`config.mk`:
```
export PLATFORM = sky130hd
export DESIGN_NAME = sd_dat_block_writer
export DESIGN_NICKNAME = d
export VERILOG_FILES = /design/src/rtl/sd_pkg.sv /design/src/rtl/sd_crc16.sv /design/src/rtl/sd_dat_block_writer.sv
export SDC_FILE = /design/constraint.sdc
export NUM_CORES = 1
export LEC_CHECK = 0
export BUFFER_PORTS_ARGS = -buffer_cell sky130_fd_sc_hd__buf_2
export CAP_MARGIN = 25
export CORE_MARGIN = 3
export CORE_UTILIZATION = 45
export CTS_CLUSTER_DIAMETER = 50
export CTS_CLUSTER_SIZE = 30
export DETAILED_ROUTE_END_ITERATION = 8
export PLACE_DENSITY = 0.71
export SYNTH_ARGS = -nofsm -noshare
export SYNTH_HDL_FRONTEND = slang
export SYNTH_SLANG_ARGS = --single-unit
```
`constraint.sdc`:
```
create_clock -name i_clk -period 4 [get_ports i_clk]
set_input_delay 0.8 -clock i_clk [delete_from_list [all_inputs] [get_ports i_clk]]
set_output_delay 0.8 -clock i_clk [all_outputs]
set_load 0.01 [all_outputs]
```
`src/rtl/sd_pkg.sv`:
```
// Shared SD data-line definitions: FSM states, error codes, CRC-status tokens
// and the serial CRC16 step used by both the block writer and the file reader.
package sd_pkg;

  typedef enum logic [3:0] {
    S_IDLE,
    S_PRE,
    S_START,
    S_DATA,
    S_CRC,
    S_END,
    S_TOKEN,
    S_BUSY,
    S_RELEASE,
    S_FIN
  } state_t;

  localparam logic [2:0] ERR_OK        = 3'd0;
  localparam logic [2:0] ERR_UNDERRUN  = 3'd1;
  localparam logic [2:0] ERR_TOKEN_TMO = 3'd2;
  localparam logic [2:0] ERR_CRC       = 3'd3;
  localparam logic [2:0] ERR_WRITE     = 3'd4;
  localparam logic [2:0] ERR_BUSY_TMO  = 3'd5;
  localparam logic [2:0] ERR_BAD_TOKEN = 3'd6;

  localparam logic [2:0] TOK_OK    = 3'b010;
  localparam logic [2:0] TOK_CRC   = 3'b101;
  localparam logic [2:0] TOK_WRITE = 3'b110;

  localparam logic [15:0] CRC16_POLY = 16'h1021;

  function automatic logic [15:0] crc16_step(input logic [15:0] crc, input logic b);
    return {crc[14:0], 1'b0} ^ ((b ^ crc[15]) ? CRC16_POLY : 16'h0000);
  endfunction

endpackage

```
`src/rtl/sd_crc16.sv`:
```
// Serial CRC16 (x^16+x^12+x^5+1, init 0), one bit per enabled clock.
module sd_crc16
  import sd_pkg::*;
(
  input  logic        i_clk,
  input  logic        i_rst,
  input  logic        i_clr,
  input  logic        i_en,
  input  logic        i_bit_in,
  output logic [15:0] o_crc
);

  logic [15:0] r_crc;

  always_ff @(posedge i_clk or posedge i_rst) begin
    if (i_rst)      r_crc <= '0;
    else if (i_clr) r_crc <= '0;
    else if (i_en)  r_crc <= crc16_step(r_crc, i_bit_in);
  end

  assign o_crc = r_crc;

endmodule

```
`src/rtl/sd_dat_block_writer.sv`:
```
// SD DAT0 single-block writer: Nwr, start bit, block data, CRC16, end bit, then
// CRC-status token and busy collection. Everything is paced by the sd_fall/sd_rise strobes.
module sd_dat_block_writer
  import sd_pkg::*;
#(
  parameter int BLOCK_BYTES   = 512,
  parameter int TOKEN_TIMEOUT = 64,
  parameter int BUSY_TIMEOUT  = 1048576
) (
  input  logic       i_clk,
  input  logic       i_rst,
  input  logic       i_sd_fall,
  input  logic       i_sd_rise,
  input  logic       i_start,
  input  logic       i_in_valid,
  output logic       o_in_ready,
  input  logic [7:0] i_in_byte,
  output logic       o_sddat0_out,
  output logic       o_sddat0_oe,
  input  logic       i_sddat0_in,
  output logic       o_busy,
  output logic       o_done,
  output logic [2:0] o_err_code
);

  localparam int BCW = $clog2(BLOCK_BYTES) + 1;
  localparam logic [BCW-1:0] LP_BYTES = BCW'(BLOCK_BYTES);
  localparam logic [20:0]    TOK_LIM  = 21'(TOKEN_TIMEOUT - 1);
  localparam logic [20:0]    BUSY_LIM = 21'(BUSY_TIMEOUT - 1);

  state_t         r_state, w_state_nx;
  logic           r_oe, w_oe_nx, r_out, w_out_nx;
  logic           r_busy, w_busy_nx, r_done, w_done_nx;
  logic [2:0]     r_err, w_err_nx;
  logic [7:0]     r_shift, w_shift_nx, r_buf;
  logic           r_buf_full;
  logic [2:0]     r_bit_cnt, w_bit_cnt_nx, r_sub, w_sub_nx, r_tok, w_tok_nx;
  logic [BCW-1:0] r_byte_cnt, w_byte_cnt_nx;
  logic [20:0]    r_tmo, w_tmo_nx, w_tmo_inc;
  logic [3:0]     r_crc_idx, w_crc_idx_nx;
  logic           w_reload, w_start_ok, w_accept;
  logic           w_crc_en, w_crc_bit;
  logic [15:0]    w_crc;

  sd_crc16 u_crc (
    .i_clk   (i_clk),
    .i_rst   (i_rst),
    .i_clr   (w_start_ok),
    .i_en    (w_crc_en),
    .i_bit_in(w_crc_bit),
    .o_crc   (w_crc)
  );

  assign w_start_ok = (r_state == S_IDLE) && i_start;
  assign w_tmo_inc  = (&r_tmo) ? r_tmo : r_tmo + 21'd1;
  assign o_in_ready = r_busy && !r_buf_full && (r_byte_cnt != LP_BYTES) &&
                      (r_state inside {S_PRE, S_START, S_DATA});
  assign w_accept   = i_in_valid && o_in_ready;

  always_comb begin
    w_state_nx    = r_state;
    w_oe_nx       = r_oe;
    w_out_nx      = r_out;
    w_busy_nx     = r_busy;
    w_done_nx     = 1'b0;
    w_err_nx      = r_err;
    w_shift_nx    = r_shift;
    w_bit_cnt_nx  = r_bit_cnt;
    w_byte_cnt_nx = r_byte_cnt;
    w_sub_nx      = r_sub;
    w_tok_nx      = r_tok;
    w_tmo_nx      = r_tmo;
    w_crc_idx_nx  = r_crc_idx;
    w_reload      = 1'b0;
    w_crc_en      = 1'b0;
    w_crc_bit     = 1'b0;
    case (r_state)
      S_IDLE: if (i_start) begin
        w_state_nx    = S_PRE;
        w_busy_nx     = 1'b1;
        w_err_nx      = ERR_OK;
        w_byte_cnt_nx = '0;
        w_sub_nx      = '0;
      end
      S_PRE: if (i_sd_fall) begin
        w_oe_nx = 1'b1;
        if (r_sub == 3'd2) begin
          w_out_nx   = 1'b0;
          w_state_nx = S_START;
        end else begin
          w_out_nx = 1'b1;
          w_sub_nx = r_sub + 3'd1;
        end
      end
      S_START: if (i_sd_fall) begin
        if (r_buf_full) begin
          w_reload   = 1'b1;
          w_state_nx = S_DATA;
        end else begin
          w_out_nx   = 1'b1;
          w_err_nx   = ERR_UNDERRUN;
          w_state_nx = S_RELEASE;
        end
      end
      S_DATA: if (i_sd_fall) begin
        if (r_bit_cnt != 3'd7) begin
          w_shift_nx   = {r_shift[6:0], 1'b0};
          w_out_nx     = r_shift[6];
          w_bit_cnt_nx = r_bit_cnt + 3'd1;
          w_crc_en     = 1'b1;
          w_crc_bit    = r_shift[6];
        end else if (r_byte_cnt == LP_BYTES) begin
          w_out_nx     = w_crc[15];
          w_crc_idx_nx = '0;
          w_state_nx   = S_CRC;
        end else if (r_buf_full) begin
          w_reload = 1'b1;
        end else begin
          w_out_nx   = 1'b1;
          w_err_nx   = ERR_UNDERRUN;
          w_state_nx = S_RELEASE;
        end
      end
      S_CRC: if (i_sd_fall) begin
        if (r_crc_idx == 4'd15) begin
          w_out_nx   = 1'b1;
          w_state_nx = S_END;
        end else begin
          w_out_nx     = w_crc[4'd14 - r_crc_idx];
          w_crc_idx_nx = r_crc_idx + 4'd1;
        end
      end
      S_END: if (i_sd_fall) begin
        w_oe_nx    = 1'b0;
        w_sub_nx   = '0;
        w_tmo_nx   = '0;
        w_state_nx = S_TOKEN;
      end
      // sub 0-1: turnaround skip, 2: hunt start bit, 3-5: status bits, 6: end bit
      S_TOKEN: if (i_sd_rise) begin
        if (r_sub < 3'd2) begin
          w_sub_nx = r_sub + 3'd1;
        end else if (r_sub == 3'd2) begin
          if (!i_sddat0_in) w_sub_nx = 3'd3;
          else if (r_tmo == TOK_LIM) begin
            w_err_nx   = ERR_TOKEN_TMO;
            w_state_nx = S_FIN;
          end else w_tmo_nx = w_tmo_inc;
        end else if (r_sub != 3'd6) begin
          w_tok_nx = {r_tok[1:0], i_sddat0_in};
          w_sub_nx = r_sub + 3'd1;
        end else begin
          w_state_nx = S_FIN;
          if (!i_sddat0_in) w_err_nx = ERR_BAD_TOKEN;
          else begin
            case (r_tok)
              TOK_OK: begin
                w_state_nx = S_BUSY;
                w_tmo_nx   = '0;
              end
              TOK_CRC:   w_err_nx = ERR_CRC;
              TOK_WRITE: w_err_nx = ERR_WRITE;
              default:   w_err_nx = ERR_BAD_TOKEN;
            endcase
          end
        end
      end
      S_BUSY: if (i_sd_rise) begin
        if (i_sddat0_in) w_state_nx = S_FIN;
        else if (r_tmo == BUSY_LIM) begin
          w_err_nx   = ERR_BUSY_TMO;
          w_state_nx = S_FIN;
        end else w_tmo_nx = w_tmo_inc;
      end
      S_RELEASE: if (i_sd_fall) begin
        w_oe_nx    = 1'b0;
        w_out_nx   = 1'b1;
        w_state_nx = S_FIN;
      end
      S_FIN:   w_state_nx = S_IDLE;
      default: w_state_nx = S_IDLE;
    endcase
    if (w_reload) begin
      w_shift_nx    = r_buf;
      w_out_nx      = r_buf[7];
      w_bit_cnt_nx  = '0;
      w_byte_cnt_nx = r_byte_cnt + 1'b1;
      w_crc_en      = 1'b1;
      w_crc_bit     = r_buf[7];
    end
    if (w_state_nx == S_FIN && r_state != S_FIN) begin
      w_busy_nx = 1'b0;
      w_done_nx = 1'b1;
    end
  end

  always_ff @(posedge i_clk or posedge i_rst) begin
    if (i_rst) begin
      r_state    <= S_IDLE;
      r_oe       <= 1'b0;
      r_out      <= 1'b1;
      r_busy     <= 1'b0;
      r_done     <= 1'b0;
      r_err      <= ERR_OK;
      r_shift    <= '0;
      r_bit_cnt  <= '0;
      r_byte_cnt <= '0;
      r_sub      <= '0;
      r_tok      <= '0;
      r_tmo      <= '0;
      r_crc_idx  <= '0;
    end else begin
      r_state    <= w_state_nx;
      r_oe       <= w_oe_nx;
      r_out      <= w_out_nx;
      r_busy     <= w_busy_nx;
      r_done     <= w_done_nx;
      r_err      <= w_err_nx;
      r_shift    <= w_shift_nx;
      r_bit_cnt  <= w_bit_cnt_nx;
      r_byte_cnt <= w_byte_cnt_nx;
      r_sub      <= w_sub_nx;
      r_tok      <= w_tok_nx;
      r_tmo      <= w_tmo_nx;
      r_crc_idx  <= w_crc_idx_nx;
    end
  end

  // A reload frees the buffer in the same cycle a new byte may land in it.
  always_ff @(posedge i_clk or posedge i_rst) begin
    if (i_rst) begin
      r_buf      <= '0;
      r_buf_full <= 1'b0;
    end else begin
      if (w_accept) r_buf <= i_in_byte;
      if (w_start_ok) r_buf_full <= 1'b0;
      else            r_buf_full <= (r_buf_full && !w_reload) || w_accept;
    end
  end

  assign o_sddat0_out = r_out;
  assign o_sddat0_oe  = r_oe;
  assign o_busy       = r_busy;
  assign o_done       = r_done;
  assign o_err_code   = r_err;

endmodule

```
==> impl_metrics.ini <==
[synth]
yosys_warnings = 0
ys_types = 74
synth_edf_count = 0
ys_seq_area_frac = 0.427
netlist_area_sq_mm = 0.00510
ys.flop_type = dfrtp_1
yosysTopAreaCell = dfrtp_1
avgSynthCellArea_sq_um = 9.20
syn_inst = 555
async_flop_share = 1.00
synth_commonest_cells = 86 x dfrtp_1, 80 x nand2_1, 39 x nor2_1
ys_ff_latch = 87
synth.top_cell.area_share = 0.422
yosysMostFrequentCell = dfrtp_1
synthesis.nets = 579
synth_area_leaders = dfrtp_1 42%, nand2_1 5.9%, nand3_1 3.2%

[timing]
finalMaxSlewViolations = 0
fmax_ghz = 0.334
tightest_slew_ps = 810
finalWorstSetupSlack_ps = 1000
grt_setup_unrepaired = false
fin_worst_skew_ps = 8.06
period_minus_slack_ps = 3000
finalSetupTns_ps = 0
post-route-period-util = 0.749
relSlewSlack = 0.456
setup-violations-final = 0
finalHoldViolations = 0
whs_ps = 411

[grt]
grt_max_degree = 44
grt.busiest_layer = met2
grt_pass1_wl_um = 19700
globalRouteMet2Util = 0.292
gr-total-overflow = 0
met3_usage = 0.0318
grt_use_met1 = 0.262
grt_use_total = 0.187
first_global_vias = 4169
grt_antenna_before_repair = 0

[clock_network]
clkTransAtPathRegs_ps = 70
ctsResizeCount = 0
htreeDepth = 3
cts.sink_count = 87
worstSkewPairLatency_ps = 340
cts_hold_buf = 0
post-cts-setup-buffers = 0
numCtsBuffers = 9
cts_tree = done
cts_buffer_depth = 2
root_buffer = clkbuf_16

[die]
io_pins = 23
rows = 38
start_util = 0.465
die_h_um = 113
core_area_sq_mm = 0.0110
die_area_sq_mm = 0.0127
die_w_um = 113

[placement]
hpwl_um = 7930
portBuffers = 22
post-place-ws_ps = 969
gp_congestion = 0.871

[routing]
routed_wl_um = 11600
wl_per_cell_um = 16.4
drt_first_pass_iters = 6
drc = 0
ant_nets = 0
initialDrtViolationCount = 454
vias = 4310
viasPerCell = 6.10

[power_and_ir_drop]
power_density_mw_per_mm2 = 534
power.total_mw = 3.00
leakagePower_nw = 2.54
ir_drop_uv = 260

[outcome]
outcome = completed

[layout]
num-nets-final = 586
final_util = 0.511
drive_above_1_share = 0.138
syn_to_final_growth_pct = 9.95
n_antenna_cell = 0

[setup_path]
end_kind = flip-flop
cp.arrival_ps = 3220
required_ps = 4230
crit_type = reg -> reg
critPathMaxFanout = 16
startpoint_type = flip-flop

[hold_path]
hold_class = in -> async

[run]
cap_violations = 0
-- through the flow --
| stage | cell area [sq um] | instances |
|---|---|---|
| floorplan | 5100 | 555 |
| global placement | 5270 | 690 |
| detailed placement | 5290 | 691 |
| CTS | 5610 | 707 |
| global route | 5610 | 707 |
| finish | 5610 | 707 |
-- layout make-up --
| type | count | area (sq um) |
|---|---|---|
| fillers | 996 | 5370 |
| multi-input cells | 412 | 2690 |
| flip-flops and latches | 87 | 2180 |
| clock buffers | 12 | 267 |
| well taps | 140 | 175 |
| repair buffers | 27 | 160 |
| inverters | 25 | 95.1 |
| clock inverters | 4 | 52.6 |
-- layer usage --
metal  vias to the layer above  wire length (um)
met2                       129              5370
met4                         0               238
met1                      2125              5440
li1                       2036                 -
met5                         -                 0
met3                        20               562
-- registers in the layout, indices dropped and copies added (netlist names), 3 cells and up --
name         flops
r_tmo           21
u_crc.o_crc     16
r_shift          7
r_tok            3
r_buf            8
r_crc_idx        4
r_state          4
o_err_code       3
r_sub            3
r_byte_cnt      10
r_bit_cnt        3
-- critical path, stage by stage, from the launching register on --
cell	delay [ps]
dfrtp_1	490
ha_1	380
and2b_2	260
o2111ai_1	150
a221o_2	460
nor4_4	750
a31oi_1	180
o21a_1	210
-- kinds of logic after synthesis --
| group | after synthesis | share of synthesized area |
|---|---|---|
| buf+inv | 56 | 0.0473 |
| fa+ha+maj | 9 | 0.0221 |
| compound gates | 118 | 0.160 |
| flops | 87 | 0.427 |
| xor+xnor | 8 | 0.0137 |
| mux | 26 | 0.0640 |
| simple gates | 251 | 0.267 |
-- cells in the final DEF, fill, tap and decap left out, drive strengths merged, types with 3 or more instances in the layout --
cell type / instances
a2bb2oi: 3
o31ai: 5
nand2b: 13
mux4: 4
xnor2: 4
dfrtp: 86
nand3b: 4
nor4: 7
or4b: 3
a22o: 4
nor3b: 7
o21ai: 32
a31oi: 10
a211o: 11
a22oi: 5
a21oi: 20
and3: 8
inv: 24
buf: 27
xor2: 4
ha: 9
nand2: 80
mux2: 13
a211oi: 4
a221o: 4
nor2: 39
clkbuf: 12
nand4b: 3
nor3: 14
clkinv: 4
mux2i: 9
nand4: 20
and2: 3
nand3: 33
-- report_power, final --
group | internal, mW | leakage (nW) | total, mW | switching [mW]
sequential | 1.08 | 1.09 | 1.30 | 0.216
clock | 0.537 | 0.159 | 0.886 | 0.350
combinational | 0.363 | 1.29 | 0.812 | 0.449
total | 1.98 | 2.54 | 3.00 | 1.01
-- path summary, 6_finish.rpt --
check / end / start / depth (start not counted) / slack (ps)
hold reg to reg: r_shift[0] / r_buf[0] / 2 / 470
hold / removal: r_buf[0] / i_rst / 2 / 410
min in group i_clk: r_shift[0] / r_buf[0] / 2 / 470
setup / recovery: r_tmo[16] / r_sub[1] / 7 / 1000
max in group asynchronous: r_tmo[13] / i_rst / 4 / 2620
setup reg to reg: r_tmo[16] / r_sub[1] / 7 / 1000
Power figures use the tool's default switching activity.
